[config.mk]
export PLATFORM = sky130hd
export DESIGN_NAME = instruction_fetch_stage
export DESIGN_NICKNAME = d
export VERILOG_FILES = /design/src/rtl/instruction_fetch_stage.sv
export SDC_FILE = /design/constraint.sdc
export NUM_CORES = 1
export LEC_CHECK = 0
export ABC_AREA = 1
export ABC_CLOCK_PERIOD_IN_PS = 2150
export CELL_PAD_IN_SITES_DETAIL_PLACEMENT = 0
export CELL_PAD_IN_SITES_GLOBAL_PLACEMENT = 1
export CORE_UTILIZATION = 30
export CTS_BUF_LIST = sky130_fd_sc_hd__clkbuf_4 sky130_fd_sc_hd__clkbuf_8
export DETAILED_ROUTE_END_ITERATION = 16
export PLACE_DENSITY = 0.78
export SYNTH_ARGS = -nofsm -noshare
export SYNTH_HDL_FRONTEND = slang
export SYNTH_SLANG_ARGS = --single-unit
[constraint.sdc]
create_clock -name clk_i -period 2.15 [get_ports clk_i]
set_clock_uncertainty 0.1 [all_clocks]
set_input_delay 0.215 -clock clk_i [delete_from_list [all_inputs] [get_ports clk_i]]
set_output_delay 0.215 -clock clk_i [all_outputs]
set_load 0.005 [all_outputs]
[src/rtl/instruction_fetch_stage.sv]
// Instruction fetch stage: PC, fetch request handshake and IF/ID pipeline register.
// Handles downstream stalls with a one-word holding buffer and drops stale fetches after a redirect.
module instruction_fetch_stage (
  input  logic        clk_i,
  input  logic        reset_i,
  input  logic        stall_i,
  input  logic        branch_taken_i,
  input  logic [31:0] branch_target_i,
  input  logic [31:0] imem_readdata_i,
  input  logic        imem_busywait_i,
  output logic        imem_read_o,
  output logic [31:0] imem_address_o,
  output logic [31:0] ifid_pc_o,
  output logic [31:0] ifid_pc4_o,
  output logic [31:0] ifid_instruction_o,
  output logic        ifid_valid_o,
  output logic        misalign_fault_o
);

  // state  | meaning
  // FETCH  | request outstanding at pc_q
  // HELD   | word captured in hold_q, downstream stalled, no request
  // DRAIN  | stale request at drain_addr_q outstanding, its word is discarded
  typedef enum logic [1:0] {S_FETCH, S_HELD, S_DRAIN} state_t;

  localparam logic [31:0] NOP = 32'h0000_0013;

  state_t      state_q;
  logic [31:0] pc_q;
  logic [31:0] drain_addr_q;
  logic [31:0] hold_q;
  logic [31:0] ifid_pc_q;
  logic [31:0] ifid_pc4_q;
  logic [31:0] ifid_instr_q;
  logic        ifid_valid_q;
  logic        fault_q;
  logic        fetch_done;
  logic [31:0] pc_inc;

  assign imem_read_o    = ~reset_i & (state_q != S_HELD);
  assign imem_address_o = (state_q == S_DRAIN) ? drain_addr_q : pc_q;
  assign fetch_done     = imem_read_o & ~imem_busywait_i;
  assign pc_inc         = pc_q + 32'd4;

  always_ff @(posedge clk_i) begin
    if (reset_i) begin
      state_q      <= S_FETCH;
      pc_q         <= 32'h0;
      drain_addr_q <= 32'h0;
      hold_q       <= 32'h0;
      ifid_pc_q    <= 32'h0;
      ifid_pc4_q   <= 32'd4;
      ifid_instr_q <= NOP;
      ifid_valid_q <= 1'b0;
      fault_q      <= 1'b0;
    end else begin
      fault_q <= 1'b0;
      if (branch_taken_i) begin
        pc_q    <= {branch_target_i[31:2], 2'b00};
        fault_q <= |branch_target_i[1:0];
        hold_q  <= 32'h0;
        if (state_q == S_DRAIN) begin
          // IF/ID already holds a bubble; only leave DRAIN once the stale word has returned
          if (fetch_done) state_q <= S_FETCH;
        end else begin
          ifid_instr_q <= NOP;
          ifid_valid_q <= 1'b0;
          if (state_q == S_FETCH && imem_busywait_i) begin
            state_q      <= S_DRAIN;
            drain_addr_q <= pc_q;
          end else begin
            state_q <= S_FETCH;
          end
        end
      end else begin
        case (state_q)
          S_FETCH: begin
            if (fetch_done) begin
              if (!stall_i) begin
                ifid_pc_q    <= pc_q;
                ifid_pc4_q   <= pc_inc;
                ifid_instr_q <= imem_readdata_i;
                ifid_valid_q <= 1'b1;
                pc_q         <= pc_inc;
              end else begin
                hold_q  <= imem_readdata_i;
                state_q <= S_HELD;
              end
            end else if (!stall_i) begin
              ifid_instr_q <= NOP;
              ifid_valid_q <= 1'b0;
            end
          end
          S_HELD: begin
            if (!stall_i) begin
              ifid_pc_q    <= pc_q;
              ifid_pc4_q   <= pc_inc;
              ifid_instr_q <= hold_q;
              ifid_valid_q <= 1'b1;
              pc_q         <= pc_inc;
              state_q      <= S_FETCH;
            end
          end
          S_DRAIN: begin
            if (fetch_done) state_q <= S_FETCH;
          end
          default: state_q <= S_FETCH;
        endcase
      end
    end
  end

  assign ifid_pc_o          = ifid_pc_q;
  assign ifid_pc4_o         = ifid_pc4_q;
  assign ifid_instruction_o = ifid_instr_q;
  assign ifid_valid_o       = ifid_valid_q;
  assign misalign_fault_o   = fault_q;

endmodule

==> tab_implementation.tex <==
\begin{tabular}{lr}
\hline
Metric & Value \\
\hline
\multicolumn{2}{l}{\textbf{Pwr}} \\
Maximum resistive drop on vdd & 0.320 mV \\
Static leakage & 4.80 nW \\
Power density relative to cell area & $\sim$700 nW/um2 \\
\multicolumn{2}{l}{\textbf{Clock tree}} \\
Clock insertion delay at the later pin of the skew report & 0.48 ns \\
Clock input transition at the sequential cells of the worst setup and hold paths & 0.11 ns \\
Root Buffer & sky130\_fd\_sc\_hd\_\_clkbuf\_8 \\
Number of sinks on the clock net & 188 \\
Maximum root-to-sink buffer count & 2 \\
CTS tree & yes \\
Number of levels the H-tree was split into & 4 \\
Total CTS buffers & 17 \\
\multicolumn{2}{l}{\textbf{Global route}} \\
M3 GR Usage & approximately 3.3\% \\
Congestion Overflow GR & 0 \\
Global-route wire length before repair & 41.4 mm \\
Largest net degree at the start of global routing & 104 \\
Total GRT Usage & 18.8\% \\
Grt peak-use layer & met2 \\
Via count of the first global-routing pass & 7481 \\
GR Util met1 & between 20\% and 30\% \\
Antenna violations before repair & 0 \\
Met2 track demand over resource & 32.4\% \\
\multicolumn{2}{l}{\textbf{Finish}} \\
Final antenna diode count & 0 \\
Nets & 1435 \\
Post-route cell area & 11200 um2 \\
Leading cell types in the layout, fill and taps excluded & 260 x sky130\_fd\_sc\_hd\_\_nand2\_1, 186 x sky130\_fd\_sc\_hd\_\_dfxtp\_1, 180 x sky130\_fd\_sc\_hd\_\_o21ai\_0 \\
Share of final-layout standard cells stronger than drive strength 1 & 7.98\% \\
Layout area overhead & 35.6\% \\
Leading cell type in the layout, fill and taps excluded & sky130\_fd\_sc\_hd\_\_nand2\_1 \\
\multicolumn{2}{l}{\textbf{Floorplan}} \\
Initial core utilization & 30.7\% \\
Height of the chip & 168 um \\
Die Footprint & between 20000 and 30000 um2 \\
Core footprint & between 20000 and 30000 um2 \\
Ports & 200 \\
Die Wd & between 150 and 200 um \\
Row count & 60 \\
\multicolumn{2}{l}{\textbf{Placement}} \\
Placer congestion estimate & a little over 0.8 \\
Quantity of I/O buffers inserted on ports & 193 \\
Half-perimeter wire length after placement & 18.8 mm \\
Area of placed instances & 10700 um2 \\
\multicolumn{2}{l}{\textbf{Worst setup path}} \\
Start-to-end type of the worst setup path & reg -> out \\
Peak per-stage delay on the critical path & between 0.5 and 0.6 ns \\
Kind of capture point of the worst setup path & output port \\
Crit path max-delay family & buffers and inverters \\
Data arrival time of the worst path & 1.74 ns \\
Cells along the critical path & buf\_4 -> nand2\_4 -> inv\_1 -> nor2\_1 -> clkdlybuf4s50\_1 \\
Buffer and inverter count on the worst path & 3 \\
Data required time of the critical path & 1.84 ns \\
Setup crit start kind & register \\
Worst-path maximum fanout & 8 \\
Max stage delay cell, worst path & sky130\_fd\_sc\_hd\_\_clkdlybuf4s50\_1 \\
\multicolumn{2}{l}{\textbf{Routing}} \\
Drt initial violations & $\sim$550 \\
Count of vias placed by the detailed router & slightly above 8000 \\
Routed Antenna Nets & 0 \\
Wire per inst & about 16 um \\
Number of iterations in the first detailed-routing pass & 5 \\
DRC & 0 \\
Total length of routed wires & 26.9 mm \\
Vias per std cell & 4.79 \\
\multicolumn{2}{l}{\textbf{Synthesis}} \\
Proportion of synthesized chip area in sequential cells & 45.4\% \\
Synthesized cell area & 8290 um2 \\
Mean Syn Cell Area & 7.00 um2 \\
YS warnings & 0 \\
Synth Instances & 1183 \\
Count of different cell masters after synthesis & 35 \\
Post-synthesis sequential element count & between 150 and 200 \\
\multicolumn{2}{l}{\textbf{STA}} \\
Max-slew headroom & 36.1\% \\
Setup repair after global routing missed its margin & false \\
Shortest clock period the worst path allows after layout & 2.05 ns \\
Final Setup Violations & 0 \\
Least-Margin Pin Slew & 0.958 ns \\
Hold violation total from the final report & 0 \\
FMAX & 487 MHz \\
Count of final max-slew check failures & 0 \\
Hold slack & 0.0876 ns \\
Final cycle utilization of the critical path & a little over nine tenths \\
\multicolumn{2}{l}{\textbf{Min path}} \\
Worst min-delay path category & in -> reg \\
\multicolumn{2}{l}{\textbf{Job}} \\
Max-capacitance violation count & 0 \\
\multicolumn{2}{l}{\textbf{Status}} \\
Outcome & finished clean \\
\hline
\end{tabular}
-- final cells by class --
class,instances,area (um2)
inverter,92,348
clock inverter,14,179
sequential,188,3770
tap,341,427
clock buffer,18,241
fill,2817,15800
timing repair buffer,241,2480
multi-input combinational,825,3800
-- synthesized netlist by cell type --
| master | count | area share, % |
|---|---|---|
| sky130_fd_sc_hd__xor2_1 | 14 | 1.5 |
| sky130_fd_sc_hd__xnor2_1 | 1 | 0.11 |
| sky130_fd_sc_hd__buf_2 | 16 | 0.97 |
| sky130_fd_sc_hd__ha_1 | 1 | 0.15 |
| sky130_fd_sc_hd__nor2_4 | 2 | 0.27 |
| sky130_fd_sc_hd__a211oi_2 | 1 | 0.15 |
| sky130_fd_sc_hd__buf_1 | 3 | 0.14 |
| sky130_fd_sc_hd__nand2_1 | 260 | 12 |
| sky130_fd_sc_hd__nor2_8 | 1 | 0.24 |
| sky130_fd_sc_hd__nor3_1 | 1 | 0.060 |
| sky130_fd_sc_hd__o21ai_0 | 191 | 12 |
| sky130_fd_sc_hd__clkbuf_2 | 8 | 0.48 |
| sky130_fd_sc_hd__a22o_1 | 2 | 0.21 |
| sky130_fd_sc_hd__nand3_2 | 1 | 0.12 |
| sky130_fd_sc_hd__dfxtp_1 | 188 | 45 |
| sky130_fd_sc_hd__o21a_1 | 1 | 0.091 |
| sky130_fd_sc_hd__conb_1 | 1 | 0.045 |
| sky130_fd_sc_hd__nand3_1 | 17 | 1.0 |
| sky130_fd_sc_hd__nand4_2 | 1 | 0.15 |
| sky130_fd_sc_hd__o2111ai_1 | 1 | 0.11 |
| sky130_fd_sc_hd__a31oi_1 | 1 | 0.076 |
| sky130_fd_sc_hd__buf_4 | 13 | 1.2 |
| sky130_fd_sc_hd__nand2_2 | 5 | 0.38 |
| sky130_fd_sc_hd__nor2_1 | 130 | 5.9 |
| sky130_fd_sc_hd__nor3_2 | 1 | 0.12 |
| sky130_fd_sc_hd__a21oi_1 | 164 | 9.9 |
| sky130_fd_sc_hd__o21ai_1 | 17 | 1.0 |
| sky130_fd_sc_hd__inv_1 | 85 | 3.9 |
| sky130_fd_sc_hd__o22ai_1 | 1 | 0.076 |
| sky130_fd_sc_hd__nand2_4 | 1 | 0.14 |
| sky130_fd_sc_hd__inv_2 | 7 | 0.32 |
| sky130_fd_sc_hd__nor2_2 | 3 | 0.23 |
| sky130_fd_sc_hd__and2_1 | 1 | 0.076 |
| sky130_fd_sc_hd__clkbuf_1 | 40 | 1.8 |
| sky130_fd_sc_hd__buf_6 | 3 | 0.41 |
-- path summary, 6_finish.rpt --
check | from | end | slack [ns] | cells past startpoint
hold / removal | reset_i | ifid_instruction_o[3] | 0.09 | 3
hold reg to reg | ifid_pc_o[2] | ifid_pc_o[2] | 0.37 | 2
setup / recovery | state_q[0] | imem_read_o | 0.1 | 5
setup reg to reg | pc_q[3] | pc_q[16] | 0.19 | 8
-- sequential cells by signal, summed over array words and instances (netlist names) --
register	flops
hold_q	32
ifid_instruction_o	32
drain_addr_q	30
ifid_pc4_o	30
ifid_pc_o	30
pc_q	30
state_q	2
ifid_valid_o	1
misalign_fault_o	1
-- routing by layer --
layer / share of wire [%] / vias to the layer above
met3: 4.6 / 19
met1: 46 / 3799
li1: - / 4176
met5: 0 / -
met2: 48 / 235
met4: 1.1 / 0
-- worst register-to-register path, stage by stage (launching register included) --
cell,delay (ns)
sky130_fd_sc_hd__dfxtp_1,0.36
sky130_fd_sc_hd__ha_1,0.20
sky130_fd_sc_hd__nand2_1,0.07
sky130_fd_sc_hd__nor2_1,0.23
sky130_fd_sc_hd__nand2_1,0.15
sky130_fd_sc_hd__nor2_1,0.31
sky130_fd_sc_hd__xor2_1,0.27
sky130_fd_sc_hd__nand2_1,0.08
sky130_fd_sc_hd__a21oi_1,0.12
-- stage by stage --
step | std cells | setup TNS [ns] | power, mW | util (%) | setup slack [ns]
global placement | 1684 | 0 | 5.20 | 39.8 | 0.116
CTS | 1716 | -1.49 | 7.75 | 41.3 | -0.158
detailed placement | 1684 | 0 | 5.21 | 39.8 | 0.0738
global route | 1719 | 0 | 8.03 | 41.6 | 0.0168
floorplan | 1188 | 0 | 4.47 | - | 0.491
finish | 1719 | 0 | 7.65 | 41.6 | 0.0951
-- timing repair --
action | 4_1_cts | 5_1_grt
setup buffers | 0 | 3
hold buffers | 0 | 0
gates resized for setup | 25 | 23
pin swaps | 0 | 0
endpoints found under the setup margin | 30 | 19
endpoints found under the hold margin | 0 | 0
-- cells by family (layout without fill, tap and decap cells) --
logic type,Yosys count,after routing,share of synthesized area (%)
flops,188,188,45.4
compound gates,379,379,23.2
simple gates,424,424,20.5
xor+xnor,15,15,1.59
other cells,1,6,0.0453
fa+ha+maj,1,1,0.151
buf+inv,175,365,9.15
-- power breakdown --
part	internal [mW]	switching [mW]
Sequential	3.66	0.132
Combinational	0.603	0.716
Clock	1.10	1.44
Note: power is estimated with default switching activity, not from simulation.
